**src/rtl/sys_cmd_ctrl.sv**
```systemverilog
// Command responder for the UART register/ALU protocol: decodes RF write/read and
// ALU commands from received bytes, drives RF/ALU control and pushes response bytes.
module sys_cmd_ctrl #(
  parameter int DATA_WIDTH = 8,
  parameter int RF_ADDR    = 4,
  parameter int FUN_WIDTH  = 4
) (
  input  logic                      CLK,
  input  logic                      RST,
  input  logic [DATA_WIDTH-1:0]     RX_P_DATA,
  input  logic                      RX_D_VLD,
  output logic                      RF_WR_EN,
  output logic                      RF_RD_EN,
  output logic [RF_ADDR-1:0]        RF_ADDRESS,
  output logic [DATA_WIDTH-1:0]     RF_WR_DATA,
  input  logic [DATA_WIDTH-1:0]     RF_RD_DATA,
  input  logic                      RF_RD_DATA_VLD,
  output logic                      ALU_EN,
  output logic [FUN_WIDTH-1:0]      ALU_FUN,
  input  logic [2*DATA_WIDTH-1:0]   ALU_OUT,
  input  logic                      ALU_OUT_VLD,
  output logic                      CLK_GATE_EN,
  output logic                      TX_FIFO_WR_EN,
  output logic [DATA_WIDTH-1:0]     TX_FIFO_WR_DATA,
  input  logic                      TX_FIFO_FULL
);

  localparam logic [DATA_WIDTH-1:0] CMD_RF_WR  = DATA_WIDTH'(8'hAA);
  localparam logic [DATA_WIDTH-1:0] CMD_RF_RD  = DATA_WIDTH'(8'hBB);
  localparam logic [DATA_WIDTH-1:0] CMD_ALU_OP = DATA_WIDTH'(8'hCC);
  localparam logic [DATA_WIDTH-1:0] CMD_ALU_NO = DATA_WIDTH'(8'hDD);

  typedef enum logic [3:0] {
    S_IDLE     = 4'd0,
    S_WR_ADDR  = 4'd1,
    S_WR_DATA  = 4'd2,
    S_RD_ADDR  = 4'd3,
    S_RD_WAIT  = 4'd4,
    S_RD_SEND  = 4'd5,
    S_ALU_A    = 4'd6,
    S_ALU_B    = 4'd7,
    S_ALU_FUN  = 4'd8,
    S_ALU_WAIT = 4'd9,
    S_SEND_LO  = 4'd10,
    S_SEND_HI  = 4'd11
  } state_t;

  state_t                    state_r;
  logic [RF_ADDR-1:0]        addr_r;
  logic [DATA_WIDTH-1:0]     rd_data_r;
  logic [2*DATA_WIDTH-1:0]   result_r;

  // Command FSM with all outputs registered; strobes default low every cycle.
  always_ff @(posedge CLK or posedge RST) begin
    if (RST) begin
      state_r         <= S_IDLE;
      addr_r          <= '0;
      rd_data_r       <= '0;
      result_r        <= '0;
      RF_WR_EN        <= 1'b0;
      RF_RD_EN        <= 1'b0;
      RF_ADDRESS      <= '0;
      RF_WR_DATA      <= '0;
      ALU_EN          <= 1'b0;
      ALU_FUN         <= '0;
      CLK_GATE_EN     <= 1'b0;
      TX_FIFO_WR_EN   <= 1'b0;
      TX_FIFO_WR_DATA <= '0;
    end else begin
      RF_WR_EN      <= 1'b0;
      RF_RD_EN      <= 1'b0;
      ALU_EN        <= 1'b0;
      TX_FIFO_WR_EN <= 1'b0;
      case (state_r)
        S_IDLE: begin
          if (RX_D_VLD) begin
            case (RX_P_DATA)
              CMD_RF_WR: state_r <= S_WR_ADDR;
              CMD_RF_RD: state_r <= S_RD_ADDR;
              CMD_ALU_OP: begin
                state_r     <= S_ALU_A;
                CLK_GATE_EN <= 1'b1;
              end
              CMD_ALU_NO: begin
                state_r     <= S_ALU_FUN;
                CLK_GATE_EN <= 1'b1;
              end
              default: state_r <= S_IDLE;
            endcase
          end
        end
        S_WR_ADDR: begin
          if (RX_D_VLD) begin
            addr_r  <= RX_P_DATA[RF_ADDR-1:0];
            state_r <= S_WR_DATA;
          end
        end
        S_WR_DATA: begin
          if (RX_D_VLD) begin
            RF_WR_EN   <= 1'b1;
            RF_ADDRESS <= addr_r;
            RF_WR_DATA <= RX_P_DATA;
            state_r    <= S_IDLE;
          end
        end
        S_RD_ADDR: begin
          if (RX_D_VLD) begin
            RF_RD_EN   <= 1'b1;
            RF_ADDRESS <= RX_P_DATA[RF_ADDR-1:0];
            state_r    <= S_RD_WAIT;
          end
        end
        S_RD_WAIT: begin
          if (RF_RD_DATA_VLD) begin
            rd_data_r <= RF_RD_DATA;
            state_r   <= S_RD_SEND;
          end
        end
        S_RD_SEND: begin
          if (!TX_FIFO_FULL) begin
            TX_FIFO_WR_EN   <= 1'b1;
            TX_FIFO_WR_DATA <= rd_data_r;
            state_r         <= S_IDLE;
          end
        end
        // Operands land in RF locations 0 and 1 where the ALU picks them up.
        S_ALU_A: begin
          if (RX_D_VLD) begin
            RF_WR_EN   <= 1'b1;
            RF_ADDRESS <= '0;
            RF_WR_DATA <= RX_P_DATA;
            state_r    <= S_ALU_B;
          end
        end
        S_ALU_B: begin
          if (RX_D_VLD) begin
            RF_WR_EN   <= 1'b1;
            RF_ADDRESS <= RF_ADDR'(1'b1);
            RF_WR_DATA <= RX_P_DATA;
            state_r    <= S_ALU_FUN;
          end
        end
        S_ALU_FUN: begin
          if (RX_D_VLD) begin
            ALU_EN  <= 1'b1;
            ALU_FUN <= RX_P_DATA[FUN_WIDTH-1:0];
            state_r <= S_ALU_WAIT;
          end
        end
        S_ALU_WAIT: begin
          if (ALU_OUT_VLD) begin
            result_r    <= ALU_OUT;
            CLK_GATE_EN <= 1'b0;
            state_r     <= S_SEND_LO;
          end
        end
        S_SEND_LO: begin
          if (!TX_FIFO_FULL) begin
            TX_FIFO_WR_EN   <= 1'b1;
            TX_FIFO_WR_DATA <= result_r[DATA_WIDTH-1:0];
            state_r         <= S_SEND_HI;
          end
        end
        S_SEND_HI: begin
          if (!TX_FIFO_FULL) begin
            TX_FIFO_WR_EN   <= 1'b1;
            TX_FIFO_WR_DATA <= result_r[2*DATA_WIDTH-1:DATA_WIDTH];
            state_r         <= S_IDLE;
          end
        end
        default: begin
          state_r     <= S_IDLE;
          CLK_GATE_EN <= 1'b0;
        end
      endcase
    end
  end

endmodule

```
**config.mk**
```make
export PLATFORM = sky130hd
export DESIGN_NAME = sys_cmd_ctrl
export DESIGN_NICKNAME = d
export VERILOG_FILES = /design/src/rtl/sys_cmd_ctrl.sv
export SDC_FILE = /design/constraint.sdc
export NUM_CORES = 1
export LEC_CHECK = 0
export BUFFER_PORTS_ARGS = -buffer_cell sky130_fd_sc_hd__buf_4
export CAP_MARGIN = 20
export CORE_UTILIZATION = 50
export DETAILED_ROUTE_END_ITERATION = 7
export GPL_ROUTABILITY_DRIVEN = 1
export PLACE_DENSITY = 0.76
export SKIP_CTS_REPAIR_TIMING = 1
export SYNTH_ARGS = -nofsm -noshare
export SYNTH_HDL_FRONTEND = slang
export SYNTH_SLANG_ARGS = --single-unit
```
**constraint.sdc**
```tcl
create_clock -name CLK -period 3.25 [get_ports CLK]
set_input_delay 0.325 -clock CLK [delete_from_list [all_inputs] [get_ports CLK]]
set_output_delay 0.325 -clock CLK [all_outputs]
set_load 0.05 [all_outputs]
```
After elaboration in Yosys (flattened, before gate mapping) --
Index checks and enable logic that the tools add are counted.
Word-level totals: flip-flop bits (word level) 61, input bits 38, output and inout bits 29
Operators by class: equal/unequal tests 29, mux-type cells 31, bitwise gates (word level) 1, reduce and logical (&&, ||, !) cells 17
Operators with widths (count):
- 4-bit 2-to-1 mux | 14
- 4-bit one-hot mux with 11 select lines | 1
- 8-bit == test (second input constant) | 4
- 4-bit one-hot mux with 4 select lines | 2
- 2-bit != test (second input constant) | 14
- 8-bit 2-to-1 mux | 3
- 8-bit one-hot mux with 3 select lines | 1
- 4-bit by 3-bit == test with 1-bit output (second input constant) | 4
- 4-bit == test (second input constant) | 4
- 11-bit AND reduction | 1
- 2-bit AND reduction | 5
- 10-bit OR reduction | 1
- 1-bit 2-to-1 mux | 9
- 4-bit by 2-bit == test with 1-bit output (second input constant) | 2
- 4-bit AND reduction | 2
- 3-bit OR reduction | 2
- 5-bit AND reduction | 1
- 4-bit by 1-bit == test with 1-bit output (second input constant) | 1
- 4-bit logical NOT | 1
- 4-bit nonzero test | 1
- 2-bit OR reduction | 2
- 1-bit one-hot mux with 3 select lines | 1
- 3-bit nonzero test | 1
- 1-bit NOT | 1

Longest topological paths before layout --
Gate-level depths: netlist of run 1.
depth in word-level cells 5, mapped depth 6

Least setup slack after synthesis of run 1 --
Ideal clock, no wire load.
kind register to register, from reg state_r[3], to reg state_r[0], setup time 0.125 ns, data arrival time 1.500 ns, setup slack 1.625 ns, stages on the path, launching flop included 5, buffers on the path 0, period minus slack after synthesis 1.625 ns, cell sequence dfrtp_1 or3b_1 o32ai_1 or3_4 mux2_4
Between the ends: word-level cells in the longest chain between the ends 4, elaborated cells between the ends (all ways) 26, those cells by class eq/ne (22); mux (1); reduce/logical (3)
RTL lines:
- start: declaration | RTL line 48 | state_t state_r;
- start signal: assignment | RTL line 56 | state_r <= S_IDLE;
- start signal: assignment | RTL line 78 | CMD_RF_WR: state_r <= S_WR_ADDR;
- start signal: assignment | RTL line 79 | CMD_RF_RD: state_r <= S_RD_ADDR;
- 4-bit == test / 4-bit by 3-bit == test with 1-bit output (equally long branches) | RTL line 74 | case (state_r)
- 2-bit OR reduction (no line)
- 2-bit != test (no line)
- 11-bit AND reduction (no line)
Parallel ways exist; a longest one is shown, timed or not. A chain may end at the register's enable or synchronous reset.

Worst setup path in the final report of run 1 --
from reg state_r[0], to reg result_r[8]
Between the ends: word-level cells in the longest chain between the ends 2
RTL lines:
- 4-bit == test | RTL line 74
- 2-bit AND reduction (no line)
- end signal: assignment | RTL line 59 | result_r <= '0;
- end signal: assignment | RTL line 152 | result_r <= ALU_OUT;
- end: declaration | RTL line 51 | logic [2*DATA_WIDTH-1:0] result_r;
No other way between the ends.

==> results of run 1 <==
-- area by class of cell --
| cell class | instances | area [um2] | area share |
|---|---|---|---|
| multi-input combinational | 158 | 1236 | 0.3440 |
| tap | 72 | 90.09 | 0.02507 |
| inverter | 5 | 18.77 | 0.005223 |
| sequential | 61 | 1526 | 0.4248 |
| clock inverter | 3 | 42.54 | 0.01184 |
| timing repair buffer | 68 | 510.5 | 0.1421 |
| clock buffer | 13 | 168.9 | 0.04701 |
-- cells in the mapped netlist --
cell type / n / share of area
xor2_1: 1 / 0.0031
mux2_2: 30 / 0.12
mux2i_1: 8 / 0.028
o32ai_1: 1 / 0.0031
buf_2: 2 / 0.0035
or3b_1: 1 / 0.0031
o2bb2ai_1: 1 / 0.0031
nand3_1: 3 / 0.0053
a21o_1: 1 / 0.0026
or3_4: 1 / 0.0040
o22a_1: 1 / 0.0031
or3_1: 1 / 0.0022
mux2_4: 11 / 0.058
a21oi_1: 12 / 0.021
nand3b_1: 1 / 0.0026
o311ai_0: 1 / 0.0031
nor3_1: 2 / 0.0035
dfrtp_1: 61 / 0.54
nand4bb_1: 4 / 0.016
and3_1: 1 / 0.0022
nand2_1: 15 / 0.020
nand2b_1: 2 / 0.0044
clkbuf_1: 5 / 0.0066
nor3b_1: 2 / 0.0053
a21oi_4: 1 / 0.0057
and3b_1: 1 / 0.0031
o21ai_0: 16 / 0.028
o22ai_1: 1 / 0.0022
inv_1: 5 / 0.0066
nor2_1: 15 / 0.020
nor2b_1: 7 / 0.015
a22oi_1: 3 / 0.0079
buf_4: 3 / 0.0079
a31oi_1: 1 / 0.0022
o31ai_1: 1 / 0.0026
buf_6: 1 / 0.0040
a211oi_1: 1 / 0.0026
nand3_2: 1 / 0.0035
nand3b_4: 1 / 0.0070
nand2_2: 1 / 0.0022
a32oi_1: 1 / 0.0031
or2_2: 2 / 0.0044
a211oi_2: 1 / 0.0044
o21ai_1: 2 / 0.0035
and2_1: 2 / 0.0044
-- flip-flops by register name (all words and copies together), names as in the netlist, 4 cells and up --
signal / count
state_r: 4
ALU_FUN: 4
TX_FIFO_WR_DATA: 8
rd_data_r: 8
RF_ADDRESS: 4
addr_r: 4
result_r: 16
RF_WR_DATA: 8
-- metrics by stage --
step / power, W / std cells / setup slack (ps) / area, um2
6_report: 0.003366 / 380 / 1172 / 3593
5_1_grt: 0.003528 / 380 / 1024 / 3593
4_1_cts: 0.003392 / 380 / 1191 / 3593
3_5_place_dp: 0.002682 / 364 / 1202 / 3382
3_3_place_gp: 0.002645 / 364 / 1243 / 3382
2_1_floorplan: 0.002266 / 235 / 1412 / 2844
-- critical path: cells and delay by family, from the launching register on --
| family | cells | cell delay (ps) |
|---|---|---|
| AND/OR/NAND/NOR | 2 | 880 |
| flip-flops | 1 | 640 |
| multiplexers | 1 | 440 |
-- worst paths after layout --
kind,from,slack [ps],cells past startpoint,to
setup / recovery,state_r[0]$_DFFE_PP0P_,1170,3,result_r[8]$_DFFE_PP0P_
setup reg to reg,state_r[0]$_DFFE_PP0P_,1170,3,result_r[8]$_DFFE_PP0P_
hold / removal,RST,220,2,RF_WR_EN$_DFF_PP0_
max in group asynchronous,RST,2260,3,TX_FIFO_WR_DATA[1]$_DFFE_PP0P_
min in group CLK,ALU_OUT[7],220,2,result_r[7]$_DFFE_PP0P_
hold reg to reg,TX_FIFO_WR_DATA[3]$_DFFE_PP0P_,480,2,TX_FIFO_WR_DATA[3]$_DFFE_PP0P_
-- layout by cell type (no fill, tap or decap), types with 2 or more instances in the layout --
cell	count
nor2_1	15
mux2i_1	8
mux2_4	11
dfrtp_1	61
nand4bb_1	4
and2_1	2
nand2_1	15
a22oi_1	3
o21ai_1	2
or2_2	2
nor3b_1	2
nor2b_1	7
a21oi_1	12
clkbuf_8	12
nand3_1	3
mux2_2	30
o21ai_0	16
buf_4	68
nor3_1	2
inv_1	4
nand2b_1	2
-- layer usage --
metal / track usage / share of wire
met1: 0.2878 / 0.47
met2: 0.3150 / 0.47
met3: 0.05882 / 0.052
met4: 0.1075 / 0.015
met5: 0 / 0
-- cell families after synthesis --
group / count (synthesis)
multiplexers: 49
buffers and inverters: 16
AO/OA/AOI/OAI: 45
flip-flops: 61
XOR/XNOR: 1
AND/OR/NAND/NOR: 63
-- power by group --
group	internal [W]	switching [W]	leakage, nW	total (W)
Combinational	0.000551	0.000879	0.870	0.00143
Clock	0.000416	0.000285	0.106	0.000701
Sequential	0.00104	0.000198	0.794	0.00124
Total	0.00200	0.00136	1.77	0.00337
==> summary.md, run 1 <==
| Metric | Value |
|---|---|
| # rows | `27` |
| Fillcell total | `459` |
| Mapped cell area | `2844 um2` |
| Initial antenna violation count | `0` |
| Via count | `2,023` |
| WP data required | `3470 ps` |
| Vias in the first global route | `1,973` |
| Post-Synth Adder-Cell Area | `0` |
| Layout cells sized above 1 | `0.4318` |
| Lkg Pwr | `1.770 nW` |
| CTS Buf Count | `9` |
| I/O pins | `67` |
| Simple-gate area share of the yosys netlist | `0.1280` |
| Fin nets | `341` |
| VDD IR max | `562.3 uV` |
| CP arrival | `2290 ps` |
| Post-DR vias/cell | `5.324` |
| H-tree Lvls | `3` |
| Synth cell types | `45` |
| Total grt overflow | `0` |
| Clock transition at path regs | `70 ps` |
| Final Max Slew Viols | `0` |
| RSZ-0062 raised after global routing | `false` |
| Worst slew pin tran | `947.5 ps` |
| Slowest stage cell, crit path | `dfrtp_1` |
| Post-route clock skew | `8.950 ps` |
| CP Class | `reg -> reg` |
| Antenna Violating Nets Remaining | `0` |
| Post-Syn Nets | `273` |
| Outcome | `finished, final reports clean` |
| Ant. Diodes | `0` |
| Final Cycle Share | `0.6394` |
| Crit path launch type | `register` |
| Max-cap violation count | `0` |
| Clk root buf | `clkbuf_8` |
| Core ar. | `5507 um2` |
| Final setup fails | `0` |
| Routed WL per cell | `15.58 um` |
| Clk buf depth | `2` |
| Area Overhead vs Synth | `26.35%` |
| Clock latency on the worst-skew pair | `330 ps` |
| Final Hold Vio Count | `0` |
| Die area | `5994 um2` |
| PwrDens | `936.7 nW/um2` |
| Register area share after synthesis | `0.5367` |
| Hold Slack | `215.2 ps` |
| WL final | `5.921 mm` |
| Largest net degree at the start of global routing | `47` |
| Post-DP HPWL | `4.197 mm` |
| Utilization after layout | `0.6526` |
| Placer Congestion | `0.9168` |
| DRT iter0 DRCs | `143` |
| Largest family of logic cells by synthesized area | `multiplexers` |
| GR Util All Layers | `0.2132` |
| Avg Inst Size Synth | `12.10 um2` |
| Tmin final | `2078 ps` |
| Setup tns final | `0 ps` |
| Compound-Gate Fraction of Synth Area | `0.09855` |
| Seq cells post-synth | `61` |
| IO Port Bufs | `66` |
| Mux share of post-synthesis cell area | `0.2050` |
| Crit path max fanout | `16` |
| Critical-path cell list | `nor2b_1, nand3_2, mux2_4` |
| Sink Count | `61` |
| Post-Synth XOR/XNOR Area | `0.003080` |
| Crit. End Element | `register` |
| Initial Util | `0.5165` |
| Rel. slew slack | `0.3674` |
| Die Ht | `77.42 um` |
| DR DRC count | `0` |
| TritonCTS clock tree | `done` |
| DIE WIDTH | `77.42 um` |
| Worst min-delay path class | `in -> async` |
| Gate Count Post-Synth | `235` |
| Warning count from the yosys run | `0` |
| 1st-pass router iterations | `4` |
| First-pass GRT wire length | `9.763 mm` |
| Critical Path Max Stage Delay | `640 ps` |
| F_max | `0.4812 GHz` |
Note: power is estimated with default switching activity, not from simulation.
==> run 2, diff against run 1 <==
Settings changed: CORE_UTILIZATION 50 to 48.
Clock period 3.25 ns to 1.8 ns, I/O delays scaled along.
==> run 2 against run 1 <==
Against the previous run:
- sequential power rose by 74%
- sequential share of layout area down 1.3 points
- utilization up 0.90 points
- non-clock buffer count increased by 15
- combinational power rose by 95%
- first-iteration DRC count rose by 17%
- clock-buffer cell count shrank 2
- register-to-register slack worse by 1100 ps
- largest cell class unchanged
==> summary.md, run 2 (same netlist as run 1, synthesis figures left out) <==
| Metric | Value |
|---|---|
| Outcome | `finished, final reports clean` |
| Vias in the first global route | `1,988` |
| Tmin final | `1738 ps` |
| CP Class | `reg -> reg` |
| Ant. Diodes | `0` |
| Layout cells sized above 1 | `0.4596` |
| Sink Count | `61` |
| Routed WL per cell | `15.51 um` |
| Final Cycle Share | `0.9654` |
| Placed instance area | `3500 um2` |
| Crit. End Element | `register` |
| Crit path launch type | `register` |
| Initial antenna violation count | `0` |
| Pwr Total | `0.006149 W` |
| Critical-path cell list | `or2_2, a211oi_1, or3_4, mux2_4` |
| Internal | `0.003661 W` |
| F_max | `0.5755 GHz` |
| DIE WIDTH | `78.98 um` |
| CP arrival | `1950 ps` |
| Fin nets | `356` |
| Met2 WL | `2.767 mm` |
| I/O pins | `67` |
| Setup tns final | `0 ps` |
| Switching Share | `0.4046` |
| WP data required | `2010 ps` |
| First-pass GRT wire length | `9.984 mm` |
| Pre-CTS WS | `77.28 ps` |
| Clock latency on the worst-skew pair | `330 ps` |
| # rows | `27` |
| GR Util All Layers | `0.2125` |
| Final instance area | `3710 um2` |
| Clock power frac | `0.195` |
| Flop pwr share | `0.351` |
| Commonest cells after routing, fill and taps aside | `buf_4, dfrtp_1, mux2_2` |
| DRT iter0 DRCs | `167` |
| WL final | `6.111 mm` |
| Max-cap violation count | `0` |
| Clk buf depth | `2` |
| Lkg Pwr | `1.843 nW` |
| IO Port Bufs | `66` |
| Antenna Violating Nets Remaining | `0` |
| Area Overhead vs Synth | `30.44%` |
| TritonCTS clock tree | `done` |
| Final Max Slew Viols | `0` |
| 1st-pass router iterations | `4` |
| Largest net degree at the start of global routing | `34` |
| Post-Place Cells | `378` |
| Initial Util | `0.5071` |
| Final setup fails | `0` |
| Final Hold Vio Count | `0` |
| Clk root buf | `clkbuf_8` |
| CTS Buf Count | `9` |
| Post-DR vias/cell | `5.391` |
| Combinational Power Share | `0.454` |
| Core ar. | `5608 um2` |
| Fin worst setup slack | `62.29 ps` |
| Die area | `6237 um2` |
| WL met1 | `2.834 mm` |
| Most common cell after layout, fill and taps aside | `buf_4` |
| H-tree Lvls | `3` |
| DR DRC count | `0` |
| Post-DP HPWL | `4.406 mm` |
| Rel. slew slack | `0.5725` |
| Critical Path Max Stage Delay | `430 ps` |
| Placer Congestion | `0.9395` |
| Largest Register | `result_r` |
| Uppermost routed layer | `met4` |
| Net Sw Power | `0.002488 W` |
| VDD IR max | `1135 uV` |
| Die Ht | `78.98 um` |
| Clock transition at path regs | `70 ps` |
| Crit path max fanout | `6` |
| Total grt overflow | `0` |
| PwrDens | `1657 nW/um2` |
| Worst slew pin tran | `640.3 ps` |
| Max reg flops | `16` |
| Via count | `2,124` |
| Routed wl met3 | `399 um` |
| Worst min-delay path class | `in -> reg` |
| Slowest stage cell, crit path | `dfrtp_1` |
| RSZ-0062 raised after global routing | `false` |
| Post-Layout Cell Count | `394` |
| Post-route clock skew | `8.695 ps` |
## run 2: layout make-up
type	count	area, um2
fillers	446	1898
flip-flops and latches	61	1528
multi-input cells	158	1236
repair buffers	83	638.1
clock buffers	11	151.4
well taps	72	90.09
clock inverters	4	47.55
inverters	5	18.77
## run 2: power by group through the flow
stage	clock (W)	combinational [W]	sequential [W]
2_1_floorplan	0	0.000991	0.00310
3_3_place_gp	0	0.00274	0.00215
3_5_place_dp	0	0.00278	0.00218
4_1_cts	0.00123	0.00279	0.00216
5_1_grt	0.00128	0.00296	0.00223
6_report	0.00120	0.00279	0.00216
## run 2: worst max-delay path, delay by kind of cell, from the launching register on
family           cells  cell delay, ps
multiplexers         1             290
flip-flops           1             430
AO/OA/AOI/OAI        1             350
AND/OR/NAND/NOR      2             550
## run 2: layer usage
| layer | vias to the layer above | track usage |
|---|---|---|
| li1 | 998 | - |
| met1 | 1022 | 0.3089 |
| met2 | 91 | 0.2974 |
| met3 | 13 | 0.05517 |
| met4 | 0 | 0.09273 |
| met5 | - | 0 |
## run 2: path summary, 6_finish.rpt
kind                       slack, ps  cells past startpoint                        endpoint                           start
setup / recovery                  60                      4          state_r[0]$_DFFE_PP0P_          state_r[0]$_DFFE_PP0P_
hold / removal                    80                      2        rd_data_r[4]$_DFFE_PP0P_                   RF_RD_DATA[4]
setup reg to reg                  60                      4          state_r[0]$_DFFE_PP0P_          state_r[0]$_DFFE_PP0P_
hold reg to reg                  480                      2  TX_FIFO_WR_DATA[0]$_DFFE_PP0P_  TX_FIFO_WR_DATA[0]$_DFFE_PP0P_
max in group asynchronous        710                      4         result_r[0]$_DFFE_PP0P_                             RST
min in group asynchronous        500                      3          state_r[0]$_DFFE_PP0P_                             RST
## run 2: stage by stage
stage | utilization | hold WS, ps
after floorplan | - | 328.5
after global placement | 0.6241 | 306.3
after detailed placement | 0.6241 | 308.6
after CTS | 0.6595 | -50.33
after global routing | 0.6615 | 65.01
final | 0.6615 | 79.81
